`src/rtl/serial_alu_pkg.sv`:
```
// Shared definitions for the bit-serial ALU: opcodes, FSM states and opcode helpers.
package serial_alu_pkg;

    localparam logic [2:0] OP_ADD  = 3'b000;
    localparam logic [2:0] OP_SUB  = 3'b001;
    localparam logic [2:0] OP_RSUB = 3'b010;
    localparam logic [2:0] OP_OR   = 3'b011;
    localparam logic [2:0] OP_AND  = 3'b100;
    localparam logic [2:0] OP_ANDN = 3'b101;
    localparam logic [2:0] OP_XOR  = 3'b110;
    localparam logic [2:0] OP_XNOR = 3'b111;

    typedef enum logic [1:0] {
        IDLE,
        SHIFT,
        DONE
    } state_e;

    // Subtractions are formed as x + ~y + 1, so they start with carry 1.
    function automatic logic init_carry(input logic [2:0] op);
        return (op == OP_SUB) || (op == OP_RSUB);
    endfunction

    function automatic logic is_arith(input logic [2:0] op);
        return (op == OP_ADD) || (op == OP_SUB) || (op == OP_RSUB);
    endfunction

endpackage

```
`src/rtl/serial_alu_if.sv`:
```
// Request/response bundle of the bit-serial ALU.
// zero/ovf exist only when SERIAL_ALU_FLAGS_EN is defined.
interface serial_alu_if #(
    parameter int unsigned WIDTH = 8
);
    logic             in_valid;
    logic             in_ready;
    logic [2:0]       oper;
    logic [WIDTH-1:0] a;
    logic [WIDTH-1:0] b;
    logic             out_valid;
    logic             out_ready;
    logic [WIDTH-1:0] result;
    logic             c_out;
    logic             busy;
`ifdef SERIAL_ALU_FLAGS_EN
    logic             zero;
    logic             ovf;

    modport master (
        output in_valid, oper, a, b, out_ready,
        input  in_ready, out_valid, result, c_out, busy, zero, ovf
    );

    modport slave (
        input  in_valid, oper, a, b, out_ready,
        output in_ready, out_valid, result, c_out, busy, zero, ovf
    );
`else
    modport master (
        output in_valid, oper, a, b, out_ready,
        input  in_ready, out_valid, result, c_out, busy
    );

    modport slave (
        input  in_valid, oper, a, b, out_ready,
        output in_ready, out_valid, result, c_out, busy
    );
`endif
endinterface

```
`src/rtl/alu_bit_slice.sv`:
```
// Combinational 1-bit ALU slice; logic opcodes force carry-out to 0.
module alu_bit_slice
    import serial_alu_pkg::*;
(
    input  logic [2:0] oper,
    input  logic       a,
    input  logic       b,
    input  logic       c_in,
    output logic       sum,
    output logic       c_out
);
    logic ax;
    logic bx;

    // Per-bit opcode decode; subtractions invert one operand into a full adder.
    always_comb begin
        ax    = a;
        bx    = b;
        sum   = 1'b0;
        c_out = 1'b0;
        case (oper)
            OP_ADD, OP_SUB, OP_RSUB: begin
                if (oper == OP_SUB)  bx = ~b;
                if (oper == OP_RSUB) ax = ~a;
                sum   = ax ^ bx ^ c_in;
                c_out = (ax & bx) | (ax & c_in) | (bx & c_in);
            end
            OP_OR:   sum = a | b;
            OP_AND:  sum = a & b;
            OP_ANDN: sum = ~a & b;
            OP_XOR:  sum = a ^ b;
            OP_XNOR: sum = ~(a ^ b);
            default: sum = 1'b0;
        endcase
    end
endmodule

```
`src/rtl/serial_alu.sv`:
```
// Bit-serial ALU controller: accepts an operand pair, walks a 1-bit slice LSB-first for
// WIDTH cycles and returns the assembled word plus final carry.
// Optional zero/ovf flags are built when SERIAL_ALU_FLAGS_EN is defined.
module serial_alu
    import serial_alu_pkg::*;
#(
    parameter int unsigned WIDTH = 8
) (
    input  logic        clk,
    input  logic        rst_n,
    serial_alu_if.slave bus
);
    localparam int unsigned     CNT_W = $clog2(WIDTH);
    localparam logic [CNT_W-1:0] LAST = CNT_W'(WIDTH - 1);

    state_e           state_q;
    logic [WIDTH-1:0] a_q;
    logic [WIDTH-1:0] b_q;
    logic [2:0]       oper_q;
    logic             carry_q;
    logic [CNT_W-1:0] cnt_q;
    logic [WIDTH-1:0] res_q;
    logic             c_out_q;
    logic             in_ready_q;
    logic             out_valid_q;
    logic             busy_q;
    logic             slice_sum;
    logic             slice_cout;
    logic [WIDTH-1:0] res_next;

    alu_bit_slice u_slice (
        .oper  (oper_q),
        .a     (a_q[0]),
        .b     (b_q[0]),
        .c_in  (carry_q),
        .sum   (slice_sum),
        .c_out (slice_cout)
    );

    // Sum bits enter at the MSB so the word is aligned after WIDTH shifts.
    always_comb begin
        res_next = {slice_sum, res_q[WIDTH-1:1]};
    end

`ifdef SERIAL_ALU_FLAGS_EN
    logic zero_q;
    logic ovf_q;

    // Flags are captured on the MSB step, alongside the last result bit.
    always_ff @(posedge clk or negedge rst_n) begin
        if (!rst_n) begin
            zero_q <= 1'b0;
            ovf_q  <= 1'b0;
        end else if (state_q == SHIFT && cnt_q == LAST) begin
            zero_q <= (res_next == '0);
            ovf_q  <= is_arith(oper_q) & (carry_q ^ slice_cout);
        end
    end

    assign bus.zero = zero_q;
    assign bus.ovf  = ovf_q;
`endif

    // Control FSM with registered handshake outputs and the serial datapath.
    always_ff @(posedge clk or negedge rst_n) begin
        if (!rst_n) begin
            state_q     <= IDLE;
            a_q         <= '0;
            b_q         <= '0;
            oper_q      <= OP_ADD;
            carry_q     <= 1'b0;
            cnt_q       <= '0;
            res_q       <= '0;
            c_out_q     <= 1'b0;
            in_ready_q  <= 1'b0;
            out_valid_q <= 1'b0;
            busy_q      <= 1'b0;
        end else begin
            unique case (state_q)
                IDLE: begin
                    in_ready_q <= 1'b1;
                    if (in_ready_q && bus.in_valid) begin
                        a_q        <= bus.a;
                        b_q        <= bus.b;
                        oper_q     <= bus.oper;
                        carry_q    <= init_carry(bus.oper);
                        cnt_q      <= '0;
                        in_ready_q <= 1'b0;
                        busy_q     <= 1'b1;
                        state_q    <= SHIFT;
                    end
                end
                SHIFT: begin
                    a_q     <= a_q >> 1;
                    b_q     <= b_q >> 1;
                    res_q   <= res_next;
                    carry_q <= slice_cout;
                    cnt_q   <= cnt_q + CNT_W'(1);
                    if (cnt_q == LAST) begin
                        c_out_q     <= slice_cout;
                        out_valid_q <= 1'b1;
                        state_q     <= DONE;
                    end
                end
                DONE: begin
                    if (bus.out_ready) begin
                        out_valid_q <= 1'b0;
                        busy_q      <= 1'b0;
                        in_ready_q  <= 1'b1;
                        state_q     <= IDLE;
                    end
                end
                default: state_q <= IDLE;
            endcase
        end
    end

    assign bus.in_ready  = in_ready_q;
    assign bus.out_valid = out_valid_q;
    assign bus.result    = res_q;
    assign bus.c_out     = c_out_q;
    assign bus.busy      = busy_q;
endmodule

```
`src/flat_wrapper.sv`:
```
// flat-port wrapper written by rule: the top's interface ports become plain ports
module serial_alu_flat import serial_alu_pkg::*;
#(
    parameter int unsigned WIDTH = 8
)
  (clk, rst_n, bus_in_valid, bus_oper, bus_a, bus_b, bus_out_ready, bus_in_ready, bus_out_valid, bus_result, bus_c_out, bus_busy);
  serial_alu_if #(.WIDTH(WIDTH)) bus_i ();
  input  logic clk;
  input  logic rst_n;
  input wire logic [$bits(bus_i.in_valid)-1:0] bus_in_valid;
  input wire logic [$bits(bus_i.oper)-1:0] bus_oper;
  input wire logic [$bits(bus_i.a)-1:0] bus_a;
  input wire logic [$bits(bus_i.b)-1:0] bus_b;
  input wire logic [$bits(bus_i.out_ready)-1:0] bus_out_ready;
  output wire logic [$bits(bus_i.in_ready)-1:0] bus_in_ready;
  output wire logic [$bits(bus_i.out_valid)-1:0] bus_out_valid;
  output wire logic [$bits(bus_i.result)-1:0] bus_result;
  output wire logic [$bits(bus_i.c_out)-1:0] bus_c_out;
  output wire logic [$bits(bus_i.busy)-1:0] bus_busy;
  assign bus_i.in_valid = bus_in_valid;
  assign bus_i.oper = bus_oper;
  assign bus_i.a = bus_a;
  assign bus_i.b = bus_b;
  assign bus_i.out_ready = bus_out_ready;
  assign bus_in_ready = bus_i.in_ready;
  assign bus_out_valid = bus_i.out_valid;
  assign bus_result = bus_i.result;
  assign bus_c_out = bus_i.c_out;
  assign bus_busy = bus_i.busy;
  serial_alu #(.WIDTH(WIDTH)) u_core (.clk(clk), .rst_n(rst_n), .bus(bus_i));
endmodule
```
`config.mk`:
```
export PLATFORM = sky130hd
export DESIGN_NAME = serial_alu_flat
export DESIGN_NICKNAME = d
export VERILOG_FILES = /design/src/rtl/serial_alu_pkg.sv /design/src/rtl/serial_alu_if.sv /design/src/rtl/alu_bit_slice.sv /design/src/rtl/serial_alu.sv /design/src/flat_wrapper.sv
export SDC_FILE = /design/constraint.sdc
export NUM_CORES = 1
export LEC_CHECK = 0
export CAP_MARGIN = 20
export CORE_UTILIZATION = 46
export CTS_BUF_LIST = sky130_fd_sc_hd__clkbuf_16
export CTS_CLUSTER_SIZE = 28
export DETAILED_ROUTE_END_ITERATION = 6
export PLACE_DENSITY = 0.75
export SYNTH_ARGS = -nofsm -noshare
export SYNTH_HDL_FRONTEND = slang
export SYNTH_SLANG_ARGS = --single-unit
```
`constraint.sdc`:
```
create_clock -name clk -period 1.8 [get_ports clk]
set_input_delay 0.18 -clock clk [delete_from_list [all_inputs] [get_ports clk]]
set_output_delay 0.18 -clock clk [all_outputs]
set_load 0.01 [all_outputs]
```
After elaboration in Yosys (flattened, before gate mapping)
Index checks and enable logic that the tools add are counted.
{"block": "op_classes", "muxes": 26, "eq_ne": 15, "n_addsub": 1, "reduce_logical": 15, "n_bitwise": 14}
{"op": "case mux 8 bit (2 select lines)", "count": 2}
{"op": "two-way mux 8 bit", "count": 2}
{"op": "== test 3 bit (second input constant)", "count": 5}
{"op": "two-way mux 1 bit", "count": 11}
{"op": "== test 3 x 2 -> 1 bit (second input constant)", "count": 3}
{"op": "AND reduction 3 bit", "count": 3}
{"op": "case mux 1 bit (2 select lines)", "count": 4}
{"op": "AND reduction 2 bit", "count": 4}
{"op": "== test 3 x 1 -> 1 bit (second input constant)", "count": 2}
{"op": "two-way mux 2 bit", "count": 3}
{"op": "case mux 1 bit (6 select lines)", "count": 1}
{"op": "case mux 2 bit (3 select lines)", "count": 1}
{"op": "case mux 3 bit (2 select lines)", "count": 1}
{"op": "nonzero test 2 bit", "count": 3}
{"op": "bitwise AND 1 bit", "count": 5}
{"op": "!= test 2 x 1 -> 1 bit (second input constant)", "count": 2}
{"op": "adder 3 x 1 -> 3 bit (second input constant)", "count": 1}
{"op": "zero test 3 bit", "count": 1}
{"op": "two-way mux 3 bit", "count": 1}
{"op": "inverter 1 bit", "count": 3}
{"op": "bitwise OR 1 bit", "count": 3}
{"op": "OR reduction 3 bit", "count": 1}
{"op": "XOR 1 bit", "count": 3}
{"op": "== test 2 x 1 -> 1 bit (second input constant)", "count": 1}
{"op": "5 further kinds", "count": 5}
{"block": "totals", "inputBits": 23, "regBits": 37, "out_inout_bits": 12, "word_cells": 82}

Longest topological paths before layout
{"block": "logic_depth", "word_depth": 8, "ltp_mapped": 7, "mapped_depth_nobuf": 6}

By module
A second synthesis with hierarchy kept.
{"block": "unflattened", "cells_unflattened": 198, "area_unflattened_um2": 1759.2}
{"mod": "serial_alu", "n_inst": 1, "area_each_um2": 1589.0, "cells_each": 176, "seq_area_each_um2": 925.9}
{"mod": "alu_bit_slice", "n_inst": 1, "area_each_um2": 170.2, "cells_each": 22, "seq_area_each_um2": 0.0}

Worst setup path after synthesis
No wires, ideal clock.
{"block": "synth_path", "path_type": "flip-flop to flip-flop", "startpoint": "register u_core.oper_q[1]", "endpoint": "register u_core.res_q[7], in the netlist u_core.bus.result[7]", "required_time_ns": 1.670, "setup_slack_ns": -0.061, "path_buffers": 1, "t_arrival_ns": 1.731, "path_stages_with_launch": 8, "period_less_slack_ns": 1.861, "setup_ns": 0.130, "path_cell_list": "dfrtp_1 buf_2 nor3b_1 xnor2_1 fa_1 a21bo_2 a32oi_1 o21ai_0"}
{"block": "synth_between", "elab_chain_len": 6, "word_cells_on_any_way": 16, "cone_classes": "7 x eq/ne; 5 x mux; 2 x bitwise; 2 x reduce/logical"}
{"element": "start: declaration", "line_no": "serial_alu.sv:19", "source": "logic [2:0] oper_q;"}
{"element": "start signal: assignment", "line_no": "serial_alu.sv:85", "source": "oper_q <= bus.oper;"}
{"element": "== test 3 x 2 -> 1 bit or == test 3 x 1 -> 1 bit (tied branches)", "line_no": "alu_bit_slice.sv:21, alu_bit_slice.sv:24, alu_bit_slice.sv:23"}
{"element": "two-way mux 1 bit (on tied branches)", "line_no": "alu_bit_slice.sv:24, alu_bit_slice.sv:23"}
{"element": "two-way mux 1 bit", "line_no": "alu_bit_slice.sv:21", "source": "case (oper)"}
{"element": "XOR 1 bit (2 in series)", "line_no": "alu_bit_slice.sv:25", "source": "sum = ax ^ bx ^ c_in;"}
{"element": "case mux 1 bit (6 select lines) *", "line_no": "alu_bit_slice.sv:21"}
{"element": "end signal: assignment", "line_no": "serial_alu.sv:96", "source": "res_q <= res_next;"}
{"element": "end: declaration", "line_no": "serial_alu.sv:22", "source": "logic [WIDTH-1:0] res_q;"}
Every way passes the cells marked *; elsewhere a longest branch is shown, timed or not. The select of a mux whose other input is x is not followed.
A chain may end at the register's enable or synchronous reset.

Final worst setup path
Same ends and word-level chain as after synthesis.

==> results.txt <==
After detailed routing, the number of vias per cell comes to 5.23. The routed length per placed instance is 14.0 µm. The maximum ir drop on the vdd rail came out at 826 µV. STA classifies the critical path startpoint as a flop.

The number of setup violations in the final report came out at 1. In the routed design, unresolved DRC markers number 0. The via count came out at 1382. The proportion of synthesized chip area in sequential cells came out at 0.524. The transition time of the tightest slew-check pin is 0.789 ns. The worst setup path is captured at a flop. The count of endpoints failing hold in the final timing report came out at 27.

In the finished design, the share of the clock period the worst path needs comes to 1.03. The number of global-route vias before repair came out at 1478. The total overflow reported by the global router is 0. The critical path is of the flop to flop type.

Setup repair after global routing could not meet its margin everywhere. The final max-slew violation count is 0. The final reports fail on negative hold slack, negative setup slack. The count of input and output buffers is 34. The number of storage elements in the synthesis netlist came out at 37.

The clock transition at the register clock pins on the worst setup and hold paths after CTS is 0.05 ns. The worst path arrival time came out at 2.02 ns. The number of enable flip-flop cells after synthesis came out at 0.

The post-route minimum period came out at 1.86 ns. The layout filler cell count came out at 294. During I/O placement, the number of pins put on the boundary was 35. After the last flow step, the layout net total stands at 243. The maximum number of pins on one net before global-route repair is 39. The area of the core came out at 3660 µm². The floorplan die width came out at 64.0 µm. The row count came out at 22. The power density over the cells came out at 1710 nW/µm². Once placement completed, the tool counted placed cells totaling 254. The fraction of final layout cells with drive strength greater than 1 is 0.116. The cell area that synthesis handed to floorplanning was 1770 µm². The clock passes through at most 2 buffers. The number of search-and-repair iterations in the first detailed-routing pass is 4.

The antenna cell count came out at 0. The number of sinks driven by the clock tree came out at 37. The register-to-register setup slack is -0.06 ns. The vertical die dimension came out at 64.0 µm. The setup total negative slack came out at -0.0594 ns. For the worst setup path, the data required time is 1.96 ns. The CTS tree is built. The finished layout holds 264 standard cells, fillers aside. For this block, the routed nets add up to 3690 µm of wire.

For this run, the number of Yosys warnings is 0. The synthesized area per cell is 10.1 µm². The total half-perimeter wirelength after legalization and detailed placement is 2500 µm.

The worst hold slack is -0.0149 ns. CTS built an H-tree with a depth of 2. The global placer's final weighted congestion came out at 0.873. Buffers inserted to repair hold after CTS numbered 0. The relative slew slack came out at 0.474. The max-cap check violation count is 0. For this design the static power due to leakage is 1.01 nW.

The remaining number of nets flagged by the antenna check after routing is 0. The number of nets produced by synthesis is 202. The die outline area is 4090 µm². The root buffer cell chosen for the clock tree is clkbuf_16. For this block, the initial DRC count from the detailed router was 71.

Along the worst path, the maximum fanout reaches 4. The run finished, with violations left. The global-route wire length before repair came out at 6270 µm.

The initial standard-cell utilization of the core came out at 0.482. The synthesized netlist contains 32 unique library cells. The fraction of registers with async set/reset came out at 1.00. The min-delay analysis places its worst path in the category primary input to asynchronous set/reset pin. The achievable clock frequency is 538 MHz. The cell count after synthesis is 175.

The number of antenna violations at the first check in global routing is 0. The later pin in the worst-skew pair is clocked with a latency of 0.28 ns. Setup slack on the critical path of the routed design comes to -0.0594 ns. The post-route clock skew is 0.00392 ns. The overall global routing resource usage came out at 0.204. The most used flip-flop cell after synthesis is dfrtp_1. The synthesis-to-finish area growth came out at 32.0%. The post-synthesis cell type with the largest combined area is dfrtp_1.

The number of buffers inserted during clock tree synthesis came out at 5. Of the post-synthesis cell area, the dominant cell type holds 0.524. By area the synthesized netlist is led by dfrtp_1 52%, nand2_1 9.8%, mux2i_1 7.9%, o21ai_0 6.0%, mux2_2 2.6%.
Yosys cell counts, types with 2 or more instances:
master / instances
nand2b_1: 3
a21oi_1: 4
inv_1: 6
mux2_2: 4
mux2i_1: 14
nand3b_1: 3
clkbuf_1: 2
a31oi_1: 2
nand3_1: 2
nand2_1: 46
dfrtp_1: 37
nor2_1: 3
nor3b_1: 3
ha_1: 3
o21ai_0: 21
xnor2_1: 2
buf_2: 5
kinds of logic (layout without fill, tap and decap cells):
kind of cell,Yosys count,after routing,share of synthesized area
AO/OA/AOI/OAI,33,33,0.107
flip-flops,37,37,0.524
XOR/XNOR,3,3,0.0149
adder cells (fa/ha/maj),4,4,0.0326
multiplexers,18,18,0.105
buffers and inverters,16,57,0.0503
AND/OR/NAND/NOR,64,64,0.166
repair_timing:
item | 4_1_cts | 5_1_grt
gates resized for setup | 1 | 1
setup buffers | 1 | 2
endpoints found under the setup margin | 1 | 3
pin swaps | 2 | 1
metrics by stage:
| stage | setup WS (ns) | hold slack [ns] | instance area (µm²) | total power [mW] | util |
|---|---|---|---|---|---|
| finish | -0.0594 | -0.0149 | 2330 | 3.99 | 0.636 |
| global route | -0.132 | 0.0520 | 2330 | 4.28 | 0.636 |
| CTS | -0.0487 | 0.0142 | 2310 | 3.96 | 0.631 |
| detailed placement | -0.0799 | 0.307 | 2160 | 3.12 | 0.591 |
| global placement | 0.0503 | 0.303 | 2160 | 3.00 | 0.591 |
| floorplan | -0.00383 | -0.116 | 1780 | 2.53 | - |
layout make-up:
cell class,instances,area (µm²),area share
Clock buffer,5,125,0.0537
Sequential cell,37,926,0.397
Tap cell,48,60.1,0.0258
Timing Repair Buffer,44,423,0.182
Clock inverter,2,7.51,0.00322
Multi-Input combinational cell,122,766,0.329
Inverter,6,22.5,0.00967
worst max-delay path: stages, from the launching register on:
cell and delay [ns]:
dfrtp_1 0.42, nor3b_2 0.23, xnor2_1 0.12, fa_1 0.50
a21bo_2 0.22, a32oi_1 0.16, o21ai_1 0.09
per-layer routing:
layer	up-vias	track usage	share of wire
met2	29	0.382	0.52
li1	672	-	-
met1	673	0.214	0.42
met4	0	0.0938	0.022
met3	8	0.0482	0.041
met5	-	0	0
state kept, by name, summed over array words and instances, names as in the netlist, 2 cells and up:
register	count
u_core.bus.result	8
u_core.cnt_q	3
u_core.state_q	2
u_core.oper_q	3
u_core.b_q	8
u_core.a_q	8
report_power, final:
| part | leakage, nW | internal [mW] | switching [mW] |
|---|---|---|---|
| Combinational | 0.472 | 0.888 | 0.859 |
| Clock | 0.0685 | 0.494 | 0.305 |
| Sequential | 0.472 | 1.18 | 0.261 |
| Total | 1.01 | 2.56 | 1.43 |
final timing paths:
kind                                         startpoint                                to  cells after the start
min in group clk                               bus_b[7]         u_core.b_q[7]$_DFFE_PN0P_                      3
setup reg to reg           u_core.oper_q[1]$_DFFE_PN0P_  u_core.bus.result[7]$_DFFE_PN0P_                      6
max in group asynchronous                         rst_n         u_core.b_q[3]$_DFFE_PN0P_                      1
setup / recovery           u_core.oper_q[1]$_DFFE_PN0P_  u_core.bus.result[7]$_DFFE_PN0P_                      6
hold reg to reg             u_core.bus.busy$_DFFE_PN0P_       u_core.bus.busy$_DFFE_PN0P_                      1
hold / removal                                    rst_n         u_core.b_q[5]$_DFFE_PN0P_                      1
layout by cell type (no fill, tap or decap), types with 4 or more instances in the layout:
cell,Yosys,final
inv_1,6,7
clkdlybuf4s50_1,0,33
dfrtp_1,37,37
o21ai_0,21,20
buf_4,1,9
clkbuf_16,0,5
mux2i_1,14,14
nand2_1,46,46
mux2_2,4,4
a21oi_1,4,4
Note: power is estimated with default switching activity, not from simulation.
